## config.mk

```make
export PLATFORM = sky130hd
export DESIGN_NAME = rom_wave_reader
export DESIGN_NICKNAME = d
export VERILOG_FILES = /design/src/rtl/rom_wave_pkg.sv /design/src/rtl/rom_wave_sample_fifo.sv /design/src/rtl/rom_wave_reader.sv
export SDC_FILE = /design/constraint.sdc
export NUM_CORES = 1
export LEC_CHECK = 0
export CORE_AREA = 2 2 126 128
export DETAILED_ROUTE_END_ITERATION = 8
export DIE_AREA = 0 0 128 130
export GPL_TIMING_DRIVEN = 0
export PLACE_DENSITY = 0.68
export SLEW_MARGIN = 20
export SYNTH_ARGS = -nofsm -noshare
export SYNTH_HDL_FRONTEND = slang
export SYNTH_SLANG_ARGS = --single-unit
```

## constraint.sdc

```tcl
create_clock -name clk -period 4.95 [get_ports clk]
set_input_delay 1.2375 -clock clk [delete_from_list [all_inputs] [get_ports clk]]
set_output_delay 1.2375 -clock clk [all_outputs]
set_load 0.005 [all_outputs]
```

## src/rtl/rom_wave_pkg.sv

```systemverilog
// Shared constants for the waveform ROM readers: default widths, the
// dither LFSR polynomial/seed and the sample-buffer sizing rule.
package rom_wave_pkg;

    localparam int ACC_WIDTH_DEF  = 32;
    localparam int ADDR_WIDTH_DEF = 10;
    localparam int DATA_WIDTH_DEF = 8;
    localparam int ROM_LAT_DEF    = 1;

    // 16-bit Fibonacci LFSR, taps 16,14,13,11 -> bits 15,13,12,10
    localparam logic [15:0] LFSR_TAPS = 16'hB400;
    localparam logic [15:0] LFSR_SEED = 16'hACE1;

    // Buffer must hold every read that can be in flight plus one extra
    // slot so the issue pipeline never has to stall in steady state.
    function automatic int fifo_depth(input int latency);
        return latency + 2;
    endfunction

endpackage

```

## src/rtl/rom_wave_sample_fifo.sv

```systemverilog
// First-word-fall-through sample buffer with a registered head.
// sample/sample_valid come straight from flops; the head is refilled on
// the same edge as a pop (from storage, or from the incoming word when
// the buffer would otherwise run dry).
module rom_wave_sample_fifo #(
    parameter int DEPTH = 3,
    parameter int WIDTH = 8,
    parameter int CNT_W = $clog2(DEPTH + 1)
) (
    input  logic             clk,
    input  logic             rst,
    input  logic             push,
    input  logic [WIDTH-1:0] push_data,
    input  logic             pop,
    output logic [WIDTH-1:0] sample,
    output logic             sample_valid,
    output logic [CNT_W-1:0] count
);

    localparam int PTR_W = (DEPTH > 1) ? $clog2(DEPTH) : 1;

    logic [WIDTH-1:0] mem [DEPTH];
    logic [PTR_W-1:0] wr_ptr, rd_ptr, rd_nxt;
    logic [CNT_W-1:0] cnt_after_pop, cnt_nxt;
    logic [WIDTH-1:0] head_nxt;
    logic             pop_ok;

    function automatic logic [PTR_W-1:0] ptr_inc(input logic [PTR_W-1:0] p);
        return (p == PTR_W'(DEPTH - 1)) ? '0 : p + 1'b1;
    endfunction

    assign pop_ok = pop & sample_valid;

    // Next occupancy and next head word
    always_comb begin
        rd_nxt        = pop_ok ? ptr_inc(rd_ptr) : rd_ptr;
        cnt_after_pop = count - CNT_W'(pop_ok);
        cnt_nxt       = cnt_after_pop + CNT_W'(push);
        head_nxt      = (cnt_after_pop == '0) ? push_data : mem[rd_nxt];
    end

    // Storage array, no reset needed: occupancy gates every read
    always_ff @(posedge clk) begin
        if (push)
            mem[wr_ptr] <= push_data;
    end

    // Pointers, count and the registered head
    always_ff @(posedge clk or posedge rst) begin
        if (rst) begin
            wr_ptr       <= '0;
            rd_ptr       <= '0;
            count        <= '0;
            sample       <= '0;
            sample_valid <= 1'b0;
        end else begin
            if (push)
                wr_ptr <= ptr_inc(wr_ptr);
            rd_ptr       <= rd_nxt;
            count        <= cnt_nxt;
            sample_valid <= (cnt_nxt != '0);
            if (cnt_nxt != '0)
                sample <= head_nxt;
        end
    end

endmodule

```

## src/rtl/rom_wave_reader.sv

```systemverilog
// DDS read initiator for the waveform ROMs. A phase accumulator produces
// table addresses, a flag shift register tracks reads in flight through
// the ROM, and returned words land in a small FWFT buffer exposed with
// valid/ready. Reads are only issued when a buffer slot is guaranteed,
// so backpressure can never drop a sample.
// Optional build macro: ROM_WAVE_READER_PHASE_DITHER_EN adds LFSR phase
// dither to the address path (stored accumulator is never dithered).
module rom_wave_reader
    import rom_wave_pkg::*;
#(
    parameter int ACC_WIDTH   = ACC_WIDTH_DEF,
    parameter int ADDR_WIDTH  = ADDR_WIDTH_DEF,
    parameter int DATA_WIDTH  = DATA_WIDTH_DEF,
    parameter int ROM_LATENCY = ROM_LAT_DEF
) (
    input  logic                  clk,
    input  logic                  rst,
    input  logic                  en,
    input  logic                  cfg_load,
    input  logic [ACC_WIDTH-1:0]  freq_word,
    input  logic [ADDR_WIDTH-1:0] phase_off,
    input  logic                  phase_clr,
    output logic [ADDR_WIDTH-1:0] rom_addr,
    input  logic [DATA_WIDTH-1:0] rom_rd_data,
    output logic [DATA_WIDTH-1:0] sample,
    output logic                  sample_valid,
    input  logic                  sample_ready
);

    localparam int FIFO_DEPTH = fifo_depth(ROM_LATENCY);
    localparam int CNT_W      = $clog2(FIFO_DEPTH + 1);
    localparam int FRAC_W     = ACC_WIDTH - ADDR_WIDTH;

    logic [ACC_WIDTH-1:0]  acc, freq_shadow, acc_addr;
    logic [ADDR_WIDTH-1:0] phase_shadow;
    logic [ROM_LATENCY:0]  vld_pipe;
    logic [CNT_W-1:0]      count, inflight;
    logic                  issue, push, pop;

    // Reads currently travelling through the ROM
    always_comb begin
        inflight = '0;
        for (int i = 0; i <= ROM_LATENCY; i++)
            inflight = inflight + CNT_W'(vld_pipe[i]);
    end

    assign push = vld_pipe[ROM_LATENCY];
    assign pop  = sample_valid & sample_ready;

    // Credit check: buffered + in-flight must leave room for this read.
    // A slot being popped on this same edge already counts as free, which
    // is what lets a continuously-ready consumer get one sample per clock.
    assign issue = en & ~phase_clr &
                   (((CNT_W+1)'(count) + (CNT_W+1)'(inflight)) <
                    ((CNT_W+1)'(FIFO_DEPTH) + (CNT_W+1)'(pop)));

`ifdef ROM_WAVE_READER_PHASE_DITHER_EN
    localparam int DITH_W = (FRAC_W < 16) ? FRAC_W : 16;

    logic [15:0] lfsr;

    // Dither source, stepped once per issued read
    always_ff @(posedge clk or posedge rst) begin
        if (rst)
            lfsr <= LFSR_SEED;
        else if (issue)
            lfsr <= {lfsr[14:0], ^(lfsr & LFSR_TAPS)};
    end

    // Dither bits sit at the top of the fraction field, just below the address
    assign acc_addr = acc + (ACC_WIDTH'(lfsr[DITH_W-1:0]) << (FRAC_W - DITH_W));
`else
    assign acc_addr = acc;
`endif

    // Shadow config, phase accumulator, address register and in-flight flags
    always_ff @(posedge clk or posedge rst) begin
        if (rst) begin
            acc          <= '0;
            freq_shadow  <= '0;
            phase_shadow <= '0;
            rom_addr     <= '0;
            vld_pipe     <= '0;
        end else begin
            if (cfg_load) begin
                freq_shadow  <= freq_word;
                phase_shadow <= phase_off;
            end
            if (phase_clr)
                acc <= '0;
            else if (issue)
                acc <= acc + freq_shadow;
            if (issue)
                rom_addr <= acc_addr[ACC_WIDTH-1 -: ADDR_WIDTH] + phase_shadow;
            vld_pipe <= {vld_pipe[ROM_LATENCY-1:0], issue};
        end
    end

    rom_wave_sample_fifo #(
        .DEPTH (FIFO_DEPTH),
        .WIDTH (DATA_WIDTH),
        .CNT_W (CNT_W)
    ) u_fifo (
        .clk          (clk),
        .rst          (rst),
        .push         (push),
        .push_data    (rom_rd_data),
        .pop          (pop),
        .sample       (sample),
        .sample_valid (sample_valid),
        .count        (count)
    );

endmodule
```

; Yosys cells after proc, flatten, opt, wreduce, memory -nomap -nowiden
; Memory sizes are Yosys's and may differ from the RTL's.
; Index checks and enable logic that the tools add are counted.
; Widths: inputs -> output; s select.
[word_totals]
register_bits = 101
mem_bits_rw = 24
output_inout_bits = 19
word_cells = 39
mem_count = 1
[memory_table]
columns = name, words, word_bits, rd, rd_ports_with_merged_regs, write_ports, line
row1 = u_fifo.mem, 3, 8, 1, 0, 1, rom_wave_sample_fifo.sv:22  ; logic [WIDTH-1:0] mem [DEPTH];
[op_classes]
n_addsub = 9
magnitude_cmp = 1
n_eq_ne = 2
muxes = 8
bitwise = 5
n_reduce_logical = 3
[ops]
columns = cell, n
row1 = $mux 32, 2
row2 = $add 32x32->32, 1
row3 = $add 10x10->10, 1
row4 = $mux 8, 1
row5 = $mux 2, 3
row6 = $add 2x1->2 const B, 2
row7 = $and 1x1->1, 4
row8 = $eq 2x2->1 const B, 2
row9 = $reduce_bool 2->1, 2
row10 = $add 2x1->3 const A, 1
row11 = $add 2x2->3, 1
row12 = $lt 3x3->1, 1
row13 = $add 1x1->2, 1
row14 = $add 2x1->2, 1
row15 = $logic_not 2->1, 1
row16 = $mux 1, 2
row17 = $sub 2x1->2, 1
row18 = $not 1->1, 1

; Longest topological paths before layout
[logic_depth]
ltp_word = 6
ltp_mapped = 13
ltp_nobuf = 12

; Cells and area by module
; A second synthesis with hierarchy kept.
[hier_totals]
cells_unflattened = 689
hier_area_um2 = 7214.4
[modules_own_cells]
columns = mod, instances, cells_each, area_per_inst_um2
row1 = rom_wave_reader, 1, 548, 5427.7
row2 = rom_wave_sample_fifo, 1, 141, 1786.7

; Least setup slack after synthesis
; No wires, ideal clock.
[synth_path]
path_kind = input to register
startpoint = in sample_ready
endpoint = reg acc[29]
setup_ns = 0.131
arrival_ns = 2.906
t_required_ns = 4.819
slack_ns = 1.913
cell_stages = 11
n_path_buf = 2
path_cell_list = nand2_1 inv_1 ha_1 a21boi_0 o21ai_0 nand3_1 clkbuf_1 clkbuf_1 nor3_1 a31oi_1 nand3_1
[synth_between]
elab_chain_cells = 5
[synth_lines]
columns = element, line
row1 = start: declaration, rom_wave_reader.sv:27  ; input logic sample_ready
row2 = $and 1x1->1, rom_wave_reader.sv:48  ; assign pop = sample_valid & sample_ready;
row3 = $add 2x1->3, rom_wave_reader.sv:55  ; ((CNT_W+1)'(FIFO_DEPTH) + (CNT_W+1)'(pop)));
row4 = $lt 3x3->1, rom_wave_reader.sv:54  ; (((CNT_W+1)'(count) + (CNT_W+1)'(inflight)) <
row5 = $and 1x1->1, rom_wave_reader.sv:53  ; assign issue = en & ~phase_clr &
row6 = $reduce_bool 2->1 (no source line), --
row7 = end signal: assignment, rom_wave_reader.sv:92  ; acc <= acc + freq_shadow;
row8 = end: declaration, rom_wave_reader.sv:34  ; logic [ACC_WIDTH-1:0] acc, freq_shadow, acc_addr;
; No other way between the ends.
; A chain may end at the register's enable or synchronous reset.

; Final worst setup path
[layout_path]
startpoint = in sample_ready
endpoint = reg acc[25]
; Same word-level chain as after synthesis.

==> metrics.txt <==
die height=130 microns; WL per Instance=16.7 microns; Crit Path Max Fanout=10; met2 WL=7500 microns; first-pass GRT wire length=25,600 microns; worst slew pin tran=0.748 ns; Via Count=5,212; cells taking the most area after synthesis=dfrtp_1 (37%), edfxtp_1 (11%), ha_1 (8.3%); Synth Area in Compound Gates=0.158; clk_lat worst skew=0.43 ns; fill count=1,351; FF+latch count, synth=125; mux share of post-synthesis cell area=0.0861; setup violators final=0; Worst path slowest cell=clkbuf_1; FFs w/ async S/R, synth=0.808; Setup crit start kind=input port; die width=128 microns; final hold vios=0; unrepaired setup endpoints after global routing=false; sequential fraction of the synthesis area=0.481; Most common cell on crit path=clkbuf_1; Adder-Cell Fraction of Synth Area=0.0922; number of synthesized flops with an enable pin=24; Die Area=16,600 sq um; Placed Cells=899; xor and xnor area share after synthesis=0.0441; net count after synthesis=737; Post-CTS Setup Inserts=0; DRC=0; num ports=75; vias in the first global route=5,261; Num CTS Buffers=17; Tmin final=3.62 ns; critical path class=input port to flop; # resized after CTS=0; Cell Pwr Density=562 nW/um^2; register area=3250 sq um; clock root cell=clkbuf_16; fin util=0.543; Critical Path RT=5.22 ns; final-stage net count=830; Pre-antenna DRT Iters=5; WHS=0.383 ns; H-Tree Depth=4; Worst setup EP type=flop; Synth top area share=0.374; Final Cycle Share=0.732; CP Cell Sequence=clkdlybuf4s50_1 -> nand2_1 -> inv_1 -> ha_1 -> a21boi_0 -> o21ai_0 -> nand3_1 -> clkbuf_1 -> clkbuf_1 -> nor2_1 -> mux2i_1 -> o311ai_0; PnR Total Power=4700 uW; outcome=completed; WP buf/inv=4; Post-synth top flop=dfrtp_1; DR iter-0 viols=277; Cell Rows=46; worst rel slew slack=0.500; Leakage=0.00362 uW; Max Cap Viol=0; Post-Syn Instances=633; Synth Area per Inst=10.7 sq um; Arr. time, crit path=3.89 ns; layout cells sized above 1=0.118; DR top layer=met4; CTS tree=built; Detailed Place HPWL=11,200 microns; Max Root-Sink Buffers=2; GPL Wtd Cong=0.912; Fin Clk Skew=0.00740 ns; initial antenna violation count=0; wl on met1=7010 microns; met3 WL=705 microns; Post-Synthesis Cell Area=6760 sq um; Setup TNS=0 ns; Vias/cell=5.60; GRT overflow=0; slowest stage delay, CP=0.41 ns; Post-Layout Cell Count=931; number of hold buffers added after CTS=0; Max IR drop VDD=0.300 mV; Routed WL=15,500 microns; area grow syn2layout=23.9%; Distinct cells, synth=57; count of pins over their slew limit=0; Syn. warnings=0; simple-gate area share of the yosys netlist=0.113; largest family of logic cells by synthesized area=compound AO/OA/AOI/OAI gates; CTS sink cnt=125; I/O Buffers=73; ant diodes=0; Fmax=276 MHz; largest net degree at the start of global routing=63; Routed Antenna Nets=0; Starting Density=0.438; core area=15,400 sq um; kind of cell adding the most delay to the critical path=buffers and inverters; multi-input logic area=3340 sq um; clock-pin slew on the worst setup and hold paths=0.05 ns; Yosys top cell by area=dfrtp_1; worst min-delay path class=flop to flop; Total GRT Usage=0.197
[sequential cells by signal, summed over array words and instances (netlist names)]
register,count
freq_shadow,32
phase_shadow,10
rom_addr,10
u_fifo.mem,24
u_fifo.wr_ptr,2
u_fifo.count,2
acc,32
u_fifo.rd_ptr,2
u_fifo.sample,8
vld_pipe,2
u_fifo.sample_valid,1
[cells in the mapped netlist, types with 2 or more instances]
cell type    n
a211oi_1     9
a21o_1      17
a21oi_1     45
a311oi_1     2
a31oi_1      5
and3_1       8
buf_1        2
clkbuf_1    22
dfrtp_1    101
edfxtp_1    24
fa_1         3
ha_1        45
inv_1       21
mux2_2      41
mux2i_1     12
nand2_1     50
nand2b_1     2
nand3_1     38
nand4_1      4
nor2_1      31
nor2b_1      4
nor3_1       9
nor3b_1      3
o21a_1       7
o21ai_0     56
o21bai_1     3
o311ai_0     3
o31a_1       2
or2_2        2
or3_1        3
xnor2_1     14
xor2_1      20
[metrics by stage]
step	instance area, sq um	worst slack [ns]
4_1_cts	8370	1.37
5_1_grt	8370	1.16
2_1_floorplan	6760	1.07
3_5_place_dp	7770	0.953
6_report	8370	1.33
3_3_place_gp	7730	-0.486
[routing by layer]
| metal | up-vias | GRT usage |
|---|---|---|
| met5 | - | 0 |
| met1 | 2543 | 0.244 |
| met2 | 138 | 0.335 |
| met4 | 0 | 0.0840 |
| met3 | 28 | 0.0447 |
| li1 | 2503 | - |
[area by class of cell]
cell class | instances | area share
clock inverters | 13 | 0.0199
clock buffers | 19 | 0.0517
repair buffers | 74 | 0.0906
inverters | 21 | 0.0100
multi-input cells | 462 | 0.400
plain buffers | 25 | 0.0114
flip-flops and latches | 125 | 0.388
well taps | 192 | 0.0287
[cells by family (layout without fill, tap and decap cells)]
logic type / after synthesis / in the layout
compound gates: 166 / 166
xor+xnor: 34 / 34
fa+ha+maj: 48 / 48
buf+inv: 46 / 152
flops: 125 / 125
mux: 53 / 53
simple gates: 161 / 161
[worst paths after layout]
path | slack (ns) | depth (start not counted) | start | end
setup reg to reg | 1.71 | 13 | vld_pipe[1] | acc[25]
min in group asynchronous | 1.20 | 2 | rst | u_fifo.sample[4]
max in group asynchronous | 3.12 | 3 | rst | acc[3]
hold reg to reg | 0.38 | 0 | vld_pipe[0] | vld_pipe[1]
setup / recovery | 1.33 | 12 | sample_ready | acc[25]
hold / removal | 0.38 | 0 | vld_pipe[0] | vld_pipe[1]
[power breakdown]
group          internal, uW  switching (uW)
sequential             1330             169
combinational           860            1080
clock                   794             469
total                  2980            1720
[layout by cell type (no fill, tap or decap), types with 12 or more instances in the layout]
cell               n
nand2_1           50
o21ai_0           56
clkbuf_16         17
a21oi_1           45
a21o_1            17
xor2_1            20
nor2_1            31
clkdlybuf4s50_1   73
ha_1              45
inv_1             20
nand3_1           38
edfxtp_1          24
mux2i_1           12
xnor2_1           14
mux2_2            41
dfrtp_1          101
clkbuf_1          24
No activity file was read; power rests on OpenSTA's default activity.
